File: src/rtl/matmul_tile_sched.sv
// Tile-loop sequencer for the fixed-size vector multiplier: walks output tiles (i,j)
// and reduction index k, handshaking the tile loader, the engine and the tile store.
module matmul_tile_sched #(
  parameter int TILE_BITS = 6,
  parameter int CNT_BITS  = 18
) (
  input  logic                 clk,
  input  logic                 rst,
  input  logic                 cfg_start,
  input  logic [TILE_BITS-1:0] cfg_ntiles,
  input  logic                 abort,
  output logic                 busy,
  output logic                 done,
  output logic                 err,
  output logic                 ld_req,
  input  logic                 ld_ack,
  output logic [TILE_BITS-1:0] tile_i,
  output logic [TILE_BITS-1:0] tile_j,
  output logic [TILE_BITS-1:0] tile_k,
  output logic                 mul_start,
  input  logic                 mul_done,
  output logic                 acc_first,
  output logic                 st_req,
  input  logic                 st_ack,
  output logic [CNT_BITS-1:0]  tiles_done
);

  typedef enum logic [2:0] {
    S_IDLE, S_LOAD, S_MSTART, S_MWAIT, S_STORE, S_NEXT, S_FIN
  } state_t;

  state_t               state_q, state_d;
  logic [TILE_BITS-1:0] ntiles_q, ntiles_d;
  logic [TILE_BITS-1:0] i_q, i_d, j_q, j_d, k_q, k_d;
  logic [CNT_BITS-1:0]  tiles_done_q, tiles_done_d;
  logic                 busy_q, busy_d, done_q, done_d, err_q, err_d;
  logic                 ld_req_q, ld_req_d, st_req_q, st_req_d;
  logic                 mul_start_q, mul_start_d, acc_first_q, acc_first_d;
  logic [TILE_BITS-1:0] last;

  assign last = ntiles_q - TILE_BITS'(1);

  always_comb begin
    // NOTE: every signal gets a default before the case so no path leaves it unassigned (no latches).
    state_d      = state_q;
    ntiles_d     = ntiles_q;
    i_d          = i_q;
    j_d          = j_q;
    k_d          = k_q;
    tiles_done_d = tiles_done_q;
    busy_d       = busy_q;
    err_d        = err_q;
    done_d       = 1'b0;
    ld_req_d     = 1'b0;
    st_req_d     = 1'b0;
    mul_start_d  = 1'b0;

    unique case (state_q)
      S_IDLE: begin
        if (cfg_start) begin
          if (cfg_ntiles == '0) begin
            err_d  = 1'b1;
            done_d = 1'b1;
          end else begin
            ntiles_d     = cfg_ntiles;
            i_d          = '0;
            j_d          = '0;
            k_d          = '0;
            tiles_done_d = '0;
            err_d        = 1'b0;
            busy_d       = 1'b1;
            ld_req_d     = 1'b1;
            state_d      = S_LOAD;
          end
        end
      end
      S_LOAD: begin
        if (ld_ack) begin
          mul_start_d = 1'b1;
          state_d     = S_MSTART;
        end else begin
          ld_req_d = 1'b1;
        end
      end
      S_MSTART: state_d = S_MWAIT;
      S_MWAIT: begin
        if (mul_done) begin
          if (k_q == last) begin
            st_req_d = 1'b1;
            state_d  = S_STORE;
          end else begin
            k_d      = k_q + TILE_BITS'(1);
            ld_req_d = 1'b1;
            state_d  = S_LOAD;
          end
        end
      end
      S_STORE: begin
        if (st_ack) begin
          tiles_done_d = tiles_done_q + CNT_BITS'(1);
          state_d      = S_NEXT;
        end else begin
          st_req_d = 1'b1;
        end
      end
      S_NEXT: begin
        k_d = '0;
        if (j_q < last) begin
          j_d      = j_q + TILE_BITS'(1);
          ld_req_d = 1'b1;
          state_d  = S_LOAD;
        end else begin
          j_d = '0;
          if (i_q < last) begin
            i_d      = i_q + TILE_BITS'(1);
            ld_req_d = 1'b1;
            state_d  = S_LOAD;
          end else begin
            done_d  = 1'b1;
            state_d = S_FIN;
          end
        end
      end
      S_FIN: begin
        busy_d  = 1'b0;
        state_d = S_IDLE;
      end
      default: state_d = S_IDLE;
    endcase

    // Abort overrides everything, including an ack or mul_done arriving in the same cycle.
    if (abort && state_q != S_IDLE) begin
      state_d      = S_IDLE;
      i_d          = i_q;
      j_d          = j_q;
      k_d          = k_q;
      tiles_done_d = tiles_done_q;
      busy_d       = 1'b0;
      done_d       = 1'b0;
      ld_req_d     = 1'b0;
      st_req_d     = 1'b0;
      mul_start_d  = 1'b0;
    end

    acc_first_d = (state_d == S_LOAD || state_d == S_MSTART || state_d == S_MWAIT) && (k_d == '0);
  end

  always_ff @(posedge clk or negedge rst) begin
    if (!rst) begin
      state_q      <= S_IDLE;
      ntiles_q     <= '0;
      i_q          <= '0;
      j_q          <= '0;
      k_q          <= '0;
      tiles_done_q <= '0;
      busy_q       <= 1'b0;
      done_q       <= 1'b0;
      err_q        <= 1'b0;
      ld_req_q     <= 1'b0;
      st_req_q     <= 1'b0;
      mul_start_q  <= 1'b0;
      acc_first_q  <= 1'b0;
    end else begin
      // NOTE: non-blocking assignments so every flop updates from pre-edge values.
      state_q      <= state_d;
      ntiles_q     <= ntiles_d;
      i_q          <= i_d;
      j_q          <= j_d;
      k_q          <= k_d;
      tiles_done_q <= tiles_done_d;
      busy_q       <= busy_d;
      done_q       <= done_d;
      err_q        <= err_d;
      ld_req_q     <= ld_req_d;
      st_req_q     <= st_req_d;
      mul_start_q  <= mul_start_d;
      acc_first_q  <= acc_first_d;
    end
  end

  assign busy       = busy_q;
  assign done       = done_q;
  assign err        = err_q;
  assign ld_req     = ld_req_q;
  assign st_req     = st_req_q;
  assign mul_start  = mul_start_q;
  assign acc_first  = acc_first_q;
  assign tile_i     = i_q;
  assign tile_j     = j_q;
  assign tile_k     = k_q;
  assign tiles_done = tiles_done_q;

endmodule

File: config.mk
export PLATFORM = sky130hd
export DESIGN_NAME = matmul_tile_sched
export DESIGN_NICKNAME = d
export VERILOG_FILES = /design/src/rtl/matmul_tile_sched.sv
export SDC_FILE = /design/constraint.sdc
export NUM_CORES = 1
export LEC_CHECK = 0
export BUFFER_PORTS_ARGS = -buffer_cell sky130_fd_sc_hd__buf_2
export CAP_MARGIN = 20
export CORE_MARGIN = 2
export CORE_UTILIZATION = 30
export DETAILED_ROUTE_END_ITERATION = 12
export PLACE_DENSITY = 0.48
export SLEW_MARGIN = 0
export SYNTH_ARGS = -nofsm -noshare
export SYNTH_HDL_FRONTEND = slang
export SYNTH_SLANG_ARGS = --single-unit
File: constraint.sdc
create_clock -name clk -period 3.7 [get_ports clk]
set_input_delay 0.37 -clock clk [delete_from_list [all_inputs] [get_ports clk]]
set_output_delay 0.37 -clock clk [all_outputs]
set_load 0.1 [all_outputs]
==> summary.txt <==
Clocking
  • Max clock buf depth: 2
  • CTS tree: built
  • Clk slew on worst S/H paths: 100 ps
  • Cts hold-fix bufs: 0
  • Clock sinks: 52
  • Root Driver: clkbuf_8
  • CTS Buf Count: 5
  • H-tree levels: 2
  • Setup repair bufs after CTS: 0
  • Clk Latency, worst-skew pair: 300 ps
  • Post-CTS sizing: 0

STA
  • Max Transition Viols Final: 0
  • Worst Max-Slew Pin Slew: 888 ps
  • Skew final: 3.48 ps
  • Minimum clock period: 3170 ps
  • Final period util: 85.6%
  • TNS Setup: 0 ps
  • Count of final setup violators: 0
  • Achievable Freq: 316 MHz
  • Slew HR: 40.8%
  • Endpoints failing hold: 0
  • RSZ-0062 raised after global routing: no

Logic synthesis
  • Post-synth EDFFs: 0
  • Post-synth top area cell: dfrtp_1
  • Predominant post-synthesis flop cell: dfrtp_1
  • Multiplexer share of the synthesized area: 2.76%
  • Synth Area in Simple Gates: 24.5%
  • Area of the mapped netlist: 3310 um2
  • Post-Synthesis Cells: 360
  • Adder-Cell Fraction of Synth Area: 3.71%
  • Ys Warns: 0
  • Synth top area share: 39.3%
  • Sequential area share after synthesis: 39.3%
  • XOR/XNOR Fraction of Synth Area: 8.70%
  • Yosys reg bits: 52
  • Syn_nets: 382
  • Yosys cell types: 73
  • Syn_area_per_cell: 9.19 um2
  • Synth top area cells: dfrtp_1, nand2_1, xnor2_1
  • Main combinational cell family by area after synthesis: simple AND/OR/NAND/NOR gates
  • Async SR Flop Fraction: 100%
  • Compound-Gate Fraction of Synth Area: 17.1%

Detailed routing
  • DR pass1 iterations: 4
  • Initial DRC count: 128
  • Via density: 5.16
  • Wire length per cell: 15.7 um
  • DRT antenna net count: 0
  • Total vias in the final route: 2854
  • Post-Route WL: 8710 um
  • DRC errors left: 0

Cells and area
  • Share of cells above drive strength 1: 21.1%
  • Layout area overhead: 17.4%
  • Fillers: 1107
  • Number of diodes: 0
  • Final net count: 434
  • Cell area after layout: 3880 um2

Setup path
  • Crit path from: ntiles_q[0]
  • Crit path capture type: flop
  • Largest fanout on the critical path: 5
  • Crit Path Category: flop to flop
  • Data required time at the worst endpoint: 3900 ps
  • RR Startpoint: ntiles_q[0]
  • WP data arrival: 3370 ps
  • Startpoint types: flop

Global route
  • Gr usage total: 15.4%
  • Antenna violations before repair: 0
  • GRT Residual Overflow: 0
  • Vias in the first global route: 2750
  • First-pass GRT wire length: 14400 um
  • Global Route met2 Usage: 24.1%
  • Grt met3 use: 2.75%
  • Met1 Usage GRT: 22.3%
  • Largest net degree at the start of global routing: 37
  • Grt peak-use layer: met2

Placement
  • IO Port Bufs: 55
  • Post-Place Cell Area: 3730 um2
  • Gpl congestion: 0.831
  • Detail Placement HPWL: 6520 um

Power
  • Max IR drop VDD: 0.229 mV
  • Leakage: 1.84 nW
  • Power density over the cells: 565 nW/um2

Die
  • CORE AREA: 10800 um2
  • Chip width: 109 um
  • I/O pins: 56
  • Rows: 38
  • Initial Util: 30.7%
  • Die area: 11900 um2
  • Die height: 109 um

Run status
  • Status: complete, no violations

Job
  • # Max-Cap Violations: 0

Worst hold path
  • Hold Path Class: input port to async pin
## layout make-up
| type | count | area [um2] | area share [%] |
|---|---|---|---|
| inverter | 19 | 71.3 | 1.84 |
| multi-input combinational | 276 | 1880 | 48.4 |
| tap | 140 | 175 | 4.51 |
| timing repair buffer | 58 | 298 | 7.67 |
| clock buffer | 5 | 68.8 | 1.77 |
| clock inverter | 3 | 90.1 | 2.32 |
| sequential | 52 | 1300 | 33.5 |
## state kept, by name (all words and copies together), names as in the netlist, 3 cells and up
name        flops
ntiles_q        6
state_q         3
tile_i          6
tile_j          6
tile_k          6
tiles_done     18
## metrics by stage
stage	instances	power (mW)	worst slack, ps	utilization (%)	hold slack, ps
after CTS	553	2.21	511	36.0	213
final	553	2.19	534	36.0	177
after floorplan	360	1.46	746	-	74.4
after global placement	545	1.65	695	34.5	510
after detailed placement	545	1.66	560	34.5	515
after global routing	553	2.34	301	36.0	232
## metal layers
metal	vias to the layer above	routed length, um	part of all wire, %
li1	1400	-	-
met1	1381	4350	50
met2	67	3910	45
met3	6	373	4.3
met4	0	72	0.83
met5	-	0	0
## cell families after synthesis
logic type                 after synthesis
AOI/OAI and AO/OA                       81
adders and majority gates               10
buffers and inverters                   32
and+or+nand+nor                        149
xor gates and xnor gates                28
DFF                                     52
muxes                                    8
## cells in the mapped netlist (2+ instances only)
cell type and number:
mux2i_1 5, nand2_2 2, o2bb2ai_1 2, ha_1 9, a21oi_1 16, buf_2 2
inv_1 19, nand4_1 8, o21a_1 2, nor2_1 32, nand2b_1 6, o21ai_1 2
nand3_1 21, or2_2 2, clkbuf_1 10, xnor3_1 2, xor2_1 11, o21ai_0 17
o22ai_1 4, a21o_1 2, a31oi_1 5, nor3_1 6, mux2_4 2, xnor2_1 14
a2111oi_0 2, a221o_1 2, nand2_1 37, and3_1 8, or3_1 2, o211ai_1 4
nor2b_1 4, and2_1 5, nor3b_1 2, a211oi_1 3, dfrtp_1 52
## worst max-delay path: stages, from the launching register on
cell and delay (ps):
dfrtp_1 480, inv_1 100, ha_1 230, xnor2_1 350, ha_1 250, nor2_1 50, o2bb2ai_1 120, maj3_1 390
a221o_1 470, a21oi_4 210, nand2_2 100, mux2_4 320
## final timing paths
path / end / slack, ps / cells past startpoint
worst max register to register: tile_i[1] / 530 / 11
min in group clk: ntiles_q[3] / 290 / 3
worst max-delay path: tile_i[1] / 530 / 11
worst min-delay path: tile_i[3] / 180 / 1
max in group asynchronous: tiles_done[0] / 2750 / 2
worst min register to register: busy / 530 / 1
## power by group
group	internal [mW]	switching (mW)	leakage, nW
Clock	0.338	0.207	0.0784
Sequential	0.627	0.101	0.708
Combinational	0.314	0.607	1.06
## layout by cell type (no fill, tap or decap), drive strengths merged, types with 6 or more instances in the layout
master / instances
buf: 58
dfrtp: 52
nand2: 39
nor2: 32
nand3: 21
inv: 19
o21ai: 19
a21oi: 18
xnor2: 14
xor2: 11
ha: 9
nand4: 8
and3: 8
nor3: 7
nand2b: 6
and2: 6
Power figures use the tool's default switching activity.
